$ cat src/rtl/lif_neuron_array.sv
// ============================================================================
// Module   : lif_neuron_array
// Summary  : Time-multiplexed leaky integrate-and-fire neuron array with a
//            shared update datapath, a leak sweep FSM and spike output stream.
// Revision : 1.0 - initial release
// ============================================================================
`default_nettype none

module lif_neuron_array #(
  parameter int NUM_NEURONS     = 64,
  parameter int NEURON_ID_WIDTH = 6,
  parameter int DATA_WIDTH      = 16,
  parameter int WEIGHT_WIDTH    = 8,
  parameter int THRESHOLD_WIDTH = 16,
  parameter int LEAK_WIDTH      = 8,
  parameter int REFRAC_WIDTH    = 8
) (
  input  logic                       clk,
  input  logic                       rst,
  input  logic                       enable,
  input  logic                       s_syn_valid,
  output logic                       s_syn_ready,
  input  logic [NEURON_ID_WIDTH-1:0] s_syn_neuron_id,
  input  logic [WEIGHT_WIDTH-1:0]    s_syn_weight,
  input  logic                       s_syn_excitatory,
  input  logic                       timestep_tick,
  input  logic [THRESHOLD_WIDTH-1:0] threshold,
  input  logic [LEAK_WIDTH-1:0]      leak_rate,
  input  logic                       leak_mode,
  input  logic [REFRAC_WIDTH-1:0]    refractory_period,
  input  logic                       reset_mode,
  input  logic [DATA_WIDTH-1:0]      reset_potential,
  output logic                       m_spike_valid,
  input  logic                       m_spike_ready,
  output logic [NEURON_ID_WIDTH-1:0] m_spike_neuron_id,
  input  logic [NEURON_ID_WIDTH-1:0] rd_neuron_id,
  output logic [DATA_WIDTH-1:0]      rd_membrane,
  output logic                       busy,
  output logic [31:0]                spike_count
);

  typedef enum logic [0:0] {
    ST_IDLE  = 1'b0,
    ST_SWEEP = 1'b1
  } state_t;

  localparam logic [NEURON_ID_WIDTH-1:0] c_last = NEURON_ID_WIDTH'(NUM_NEURONS - 1);

  state_t                       r_state;
  logic [DATA_WIDTH-1:0]        r_mem [NUM_NEURONS];
  logic [REFRAC_WIDTH-1:0]      r_ref [NUM_NEURONS];
  logic                         r_pending;
  logic [NEURON_ID_WIDTH-1:0]   r_idx;
  logic                         r_spike_valid;
  logic [NEURON_ID_WIDTH-1:0]   r_spike_id;
  logic [31:0]                  r_spike_count;
  logic [DATA_WIDTH-1:0]        r_rd;

  logic                         w_syn_ready;
  logic                         w_accept;
  logic                         w_id_ok;
  logic                         w_rd_ok;
  logic                         w_tick;
  logic [DATA_WIDTH-1:0]        w_evt_v;
  logic [REFRAC_WIDTH-1:0]      w_evt_ref;
  logic [DATA_WIDTH:0]          w_sum;
  logic [DATA_WIDTH-1:0]        w_weight_ext;
  logic [DATA_WIDTH-1:0]        w_sat;
  logic [DATA_WIDTH-1:0]        w_sub;
  logic [DATA_WIDTH-1:0]        w_int;
  logic [DATA_WIDTH-1:0]        w_thr;
  logic                         w_evt_we;
  logic                         w_fire;
  logic [DATA_WIDTH-1:0]        w_post;
  logic [DATA_WIDTH-1:0]        w_sw_v;
  logic [REFRAC_WIDTH-1:0]      w_sw_ref;
  logic [DATA_WIDTH-1:0]        w_leak_ext;
  logic [DATA_WIDTH-1:0]        w_lin;
  logic [DATA_WIDTH-1:0]        w_exp;
  logic [DATA_WIDTH-1:0]        w_sw_next;

  // Ready never depends on the tick so an event and a tick can share a cycle.
  assign w_syn_ready = enable && (r_state == ST_IDLE) && (!r_spike_valid || m_spike_ready);
  assign w_accept    = s_syn_valid && w_syn_ready;
  assign w_id_ok     = (32'(s_syn_neuron_id) < NUM_NEURONS);
  assign w_rd_ok     = (32'(rd_neuron_id) < NUM_NEURONS);
  assign w_tick      = enable && timestep_tick;

  // Event datapath: integrate, saturate, then fire check on the new value.
  assign w_evt_v      = w_id_ok ? r_mem[s_syn_neuron_id] : '0;
  assign w_evt_ref    = w_id_ok ? r_ref[s_syn_neuron_id] : '0;
  assign w_weight_ext = DATA_WIDTH'(s_syn_weight);
  assign w_sum        = {1'b0, w_evt_v} + {1'b0, w_weight_ext};
  assign w_sat        = w_sum[DATA_WIDTH] ? '1 : w_sum[DATA_WIDTH-1:0];
  assign w_sub        = (w_evt_v >= w_weight_ext) ? (w_evt_v - w_weight_ext) : '0;
  assign w_int        = s_syn_excitatory ? w_sat : w_sub;
  assign w_thr        = DATA_WIDTH'(threshold);
  assign w_evt_we     = w_accept && w_id_ok && (w_evt_ref == '0);
  assign w_fire       = w_evt_we && (w_int >= w_thr);
  assign w_post       = !w_fire    ? w_int :
                        reset_mode ? (w_int - w_thr) : reset_potential;

  // Sweep datapath for the neuron at r_idx.
  assign w_sw_v     = r_mem[r_idx];
  assign w_sw_ref   = r_ref[r_idx];
  assign w_leak_ext = DATA_WIDTH'(leak_rate);
  assign w_lin      = (w_sw_v >= w_leak_ext) ? (w_sw_v - w_leak_ext) : '0;
  assign w_exp      = w_sw_v - (w_sw_v >> leak_rate[3:0]);
  assign w_sw_next  = leak_mode ? w_exp : w_lin;

  always_ff @(posedge clk) begin
    if (rst) begin
      r_state       <= ST_IDLE;
      r_pending     <= 1'b0;
      r_idx         <= '0;
      r_spike_valid <= 1'b0;
      r_spike_id    <= '0;
      r_spike_count <= '0;
      r_rd          <= '0;
      for (int i = 0; i < NUM_NEURONS; i++) begin
        r_mem[i] <= '0;
        r_ref[i] <= '0;
      end
    end else begin
      r_rd <= w_rd_ok ? r_mem[rd_neuron_id] : '0;

      if (r_spike_valid && m_spike_ready) begin
        r_spike_valid <= 1'b0;
      end

      if (w_evt_we) begin
        r_mem[s_syn_neuron_id] <= w_post;
      end
      if (w_fire) begin
        r_ref[s_syn_neuron_id] <= refractory_period;
        r_spike_valid          <= 1'b1;
        r_spike_id             <= s_syn_neuron_id;
        r_spike_count          <= r_spike_count + 32'd1;
      end

      case (r_state)
        ST_IDLE: begin
          if (w_tick) begin
            r_state   <= ST_SWEEP;
            r_idx     <= '0;
            r_pending <= 1'b0;
          end
        end
        ST_SWEEP: begin
          if (w_sw_ref != '0) begin
            r_ref[r_idx] <= w_sw_ref - REFRAC_WIDTH'(1);
          end else begin
            r_mem[r_idx] <= w_sw_next;
          end
          if (w_tick) begin
            r_pending <= 1'b1;
          end
          // Any ticks seen during a sweep collapse into exactly one rerun.
          if (r_idx == c_last) begin
            r_idx <= '0;
            if (r_pending || w_tick) begin
              r_pending <= 1'b0;
            end else begin
              r_state <= ST_IDLE;
            end
          end else begin
            r_idx <= r_idx + NEURON_ID_WIDTH'(1);
          end
        end
        default: r_state <= ST_IDLE;
      endcase
    end
  end

  assign s_syn_ready       = w_syn_ready;
  assign m_spike_valid     = r_spike_valid;
  assign m_spike_neuron_id = r_spike_id;
  assign rd_membrane       = r_rd;
  assign busy              = (r_state == ST_SWEEP);
  assign spike_count       = r_spike_count;

endmodule

`default_nettype wire

$ cat config.mk
export PLATFORM = sky130hd
export DESIGN_NAME = lif_neuron_array
export DESIGN_NICKNAME = d
export VERILOG_FILES = /design/src/rtl/lif_neuron_array.sv
export SDC_FILE = /design/constraint.sdc
export NUM_CORES = 2
export LEC_CHECK = 0
export BUFFER_PORTS_ARGS = -buffer_cell sky130_fd_sc_hd__buf_4
export CAP_MARGIN = 0
export CORE_ASPECT_RATIO = 0.6
export CORE_MARGIN = 2
export CORE_UTILIZATION = 33
export DETAILED_ROUTE_END_ITERATION = 12
export PLACE_DENSITY = 0.49
export SLEW_MARGIN = 20
export SYNTH_ARGS = -nofsm -noshare
export SYNTH_HDL_FRONTEND = slang
export SYNTH_SLANG_ARGS = --single-unit
$ cat constraint.sdc
create_clock -name clk -period 11.35 [get_ports clk]
set_input_delay 1.135 -clock clk [delete_from_list [all_inputs] [get_ports clk]]
set_output_delay 1.135 -clock clk [all_outputs]
set_load 0.01 [all_outputs]
==> results_dict.tcl <==
set metrics [dict create \
    grt_pass1_wl_um 591900 \
    area_delta_synth_final_pct 12.44 \
    die_y_um 416.9 \
    wl_per_cell_um 40.58 \
    m1WireLength_um 174700 \
    setup_viol 0 \
    drcViolationCount 0 \
    clk_latency_ps 890 \
    slew_violations 0 \
    grt_max_degree 95 \
    dr.pass1.iters 7 \
    crit_type "primary input to register" \
    dr_wl_met3_um 90420 \
    dieArea_mm2 0.2886 \
    synthAdderAreaFrac 0.008939 \
    status "completed" \
    cts_made_buffers 170 \
    finalHoldViolCount 0 \
    avgSynthCellArea_um2 13.46 \
    cts_sinks 1605 \
    tightestPinTransition_ps 1262 \
    hp-class "register to register" \
    cts_setup_buffers 0 \
    rsz0062_at_grt "no" \
    io_pins 134 \
    cp_common_cell "a21oi_1" \
    synth_largest_area_cell "edfxtp_1" \
    clock_power_share 0.371 \
    cts.clk_slew.worst_paths_ps 60 \
    wl_um 439700 \
    yosysWarningCount 0 \
    cp-end-kind "register" \
    synth_fp_nets 7107 \
    place.gp.congestion 0.9672 \
    grt_overflow 0 \
    placed_cell_area_mm2 0.09991 \
    max_stage_delay_ps 960 \
    cts_tree "done" \
    n_fill_cell 26660 \
    cts_resized 0 \
    synth_top_area_share 0.4918 \
    ys_top_cells_by_count "1536 x edfxtp_1, 1047 x nor2_1, 1029 x mux4_2, 560 x nor3_1, 409 x nand2_1" \
    fin_area_mm2 0.1054 \
    place_hpwl_um 300600 \
    synth_compound_area_frac 0.04695 \
    clock_path_buffers 4 \
    max_freq_mhz 96.99 \
    fin_skew_ps 70.63 \
    worstSetupStartpointType "primary input" \
    p_switching_mw 4.783 \
    coreArea_mm2 0.2825 \
    p_total_mw 15.66 \
    multiInputGateArea_mm2 0.04342 \
    viasPerCell 6.774 \
    antenna_found_initial 49 \
    yosys.area_share.xor_xnor 0.005417 \
    ys_ff_latch 1605 \
    period_minus_slack_ps 10310 \
    async_reset_ff_frac 0 \
    dr_wl_met2_um 161000 \
    cts_root_buf "clkbuf_16" \
    path_max_fanout 57 \
    power.density_mw_per_mm2 148.6 \
    muxShareOfSynthArea 0.2652 \
    start_util 0.3320 \
    p_leak_nw 34.72 \
    grt_pass1_vias 67390 \
    power_frac_comb 0.192 \
    yosysMostFrequentCell "edfxtp_1" \
    slew_headroom 0.1547 \
    synth_edf_count 1536 \
    worstPathRequired_ps 11840 \
    vias 73400 \
    drtIter0Drc 13790 \
    synth.distinct_cells 101 \
    synth_ff_type "edfxtp_1" \
    nets 7067 \
    netlist_area_mm2 0.09378 \
    seqPwrFrac 0.437 \
    drive_gt1_frac 0.2718 \
    critPathSlowestCell "o32ai_1" \
    critPathArrivalTime_ps 10800 \
    htreeDepth 4 \
    synthCells 6966 \
    maxCapViolations 0 \
    hold_buffers 0 \
    synth_top_family_by_area "multiplexers" \
    regArea_mm2 0.04752 \
    top_layer "met5" \
    swShare 0.3053 \
    yosysSeqAreaShare 0.5066 \
    grt_usage 0.2965 \
    fp-row-count 151 \
    p_int_mw 10.88 \
    port_buffers 133 \
    finalCritPeriodShare 0.9084 \
    vdd_drop_max_mv 0.1206 \
    antenna_violating_nets_post_route 0 \
    synthSimpleGateAreaFrac 0.1317 \
    synthTopCellsByArea "edfxtp_1 49%, mux4_2 25%, nor2_1 4.2%" \
    fp.dieW_um 692.2 \
]
-- power by group through the flow --
stage / clock network, mW / registers [mW] / logic (mW)
floorplan: 0 / 6.88 / 1.67
global placement: 0 / 6.96 / 2.86
detailed placement: 0 / 6.96 / 2.86
CTS: 5.82 / 6.84 / 2.87
global route: 6.02 / 6.86 / 3.07
finish: 5.81 / 6.85 / 3.00
-- worst max-delay path: cells and delay by family --
| family | cells | cell delay (ps) |
|---|---|---|
| buffers and inverters | 5 | 1310 |
| AOI/OAI and AO/OA | 11 | 2900 |
| muxes | 3 | 1650 |
| and+or+nand+nor | 6 | 2660 |
| adders and majority gates | 3 | 1000 |
-- logic make-up (layout without fill, tap and decap cells) --
group,after synthesis,after routing
adders and majority gates,64,64
xor gates and xnor gates,58,58
other,0,34
and+or+nand+nor,2661,2661
muxes,1193,1193
DFF,1605,1605
AOI/OAI and AO/OA,638,638
buffers and inverters,747,834
-- stage by stage --
step | setup TNS (ps) | utilization | cells | setup slack, ps | hold WS [ps]
after global placement | -12630 | 0.3536 | 10500 | -236.8 | 443.1
after CTS | 0 | 0.3729 | 10800 | 1273 | 463.3
after floorplan | 0 | - | 6966 | 1248 | 476.1
final | 0 | 0.3733 | 10840 | 1040 | 459.5
after global routing | 0 | 0.3731 | 10820 | 489.9 | 478.5
after detailed placement | 0 | 0.3537 | 10500 | 369.1 | 449.7
-- final cells by class --
cell class | count | share of cell area
well taps | 3748 | 0.04448
repair buffers | 464 | 0.03809
multi-input cells | 4614 | 0.4118
diodes | 34 | 0.0008069
clock inverters | 88 | 0.008793
flip-flops and latches | 1605 | 0.4507
inverters | 71 | 0.002599
clock buffers | 211 | 0.04268
-- final timing paths --
| path | from | endpoint | slack, ps | cells after the start |
|---|---|---|---|---|
| max | s_syn_neuron_id[0] | r_ref[32][3] | 1040 | 28 |
| min | m_spike_neuron_id[0] | m_spike_neuron_id[0] | 460 | 2 |
| max reg2reg | r_mem[45][0] | r_ref[32][3] | 1720 | 26 |
| min reg2reg | m_spike_neuron_id[0] | m_spike_neuron_id[0] | 460 | 2 |
-- cells in the final DEF (no fill, tap or decap), types with 19 or more instances in the layout --
master     count
and3_1        29
mux2i_1      138
clkinv_1      27
nor3_1       558
clkbuf_1      34
edfxtp_1    1536
a21o_1        21
and2_1        36
a21oi_1      107
nor2_1      1037
mux4_2      1029
nand2b_1      29
dfxtp_1       63
nor2b_1       37
nand4_1       32
xnor2_1       29
xor2_1        29
ha_1          59
mux2_2        19
nor4_1       247
buf_12        39
buf_4        418
nand2_1      388
inv_1         64
a22oi_1       82
diode_2       34
a22o_1        20
clkbuf_16    172
nand3_1       92
or4_1         20
o21ai_0       91
clkinv_2      29
a31oi_1       26
o22ai_1       53
nand2_2       30
or3_1         24
-- registers in the layout (all words and copies together) (netlist names), named ones only --
name               cells
r_pending              1
m_spike_neuron_id      6
spike_count           32
rd_membrane           16
r_mem               1024
m_spike_valid          1
r_ref                512
r_idx                  6
busy                   1
-- per-layer routing --
metal | vias up | track usage
li1 | 27820 | -
met1 | 38120 | 0.4207
met2 | 6617 | 0.3608
met3 | 791 | 0.1951
met4 | 58 | 0.07404
met5 | - | 0.01573
(Power assumes the default switching activity.)
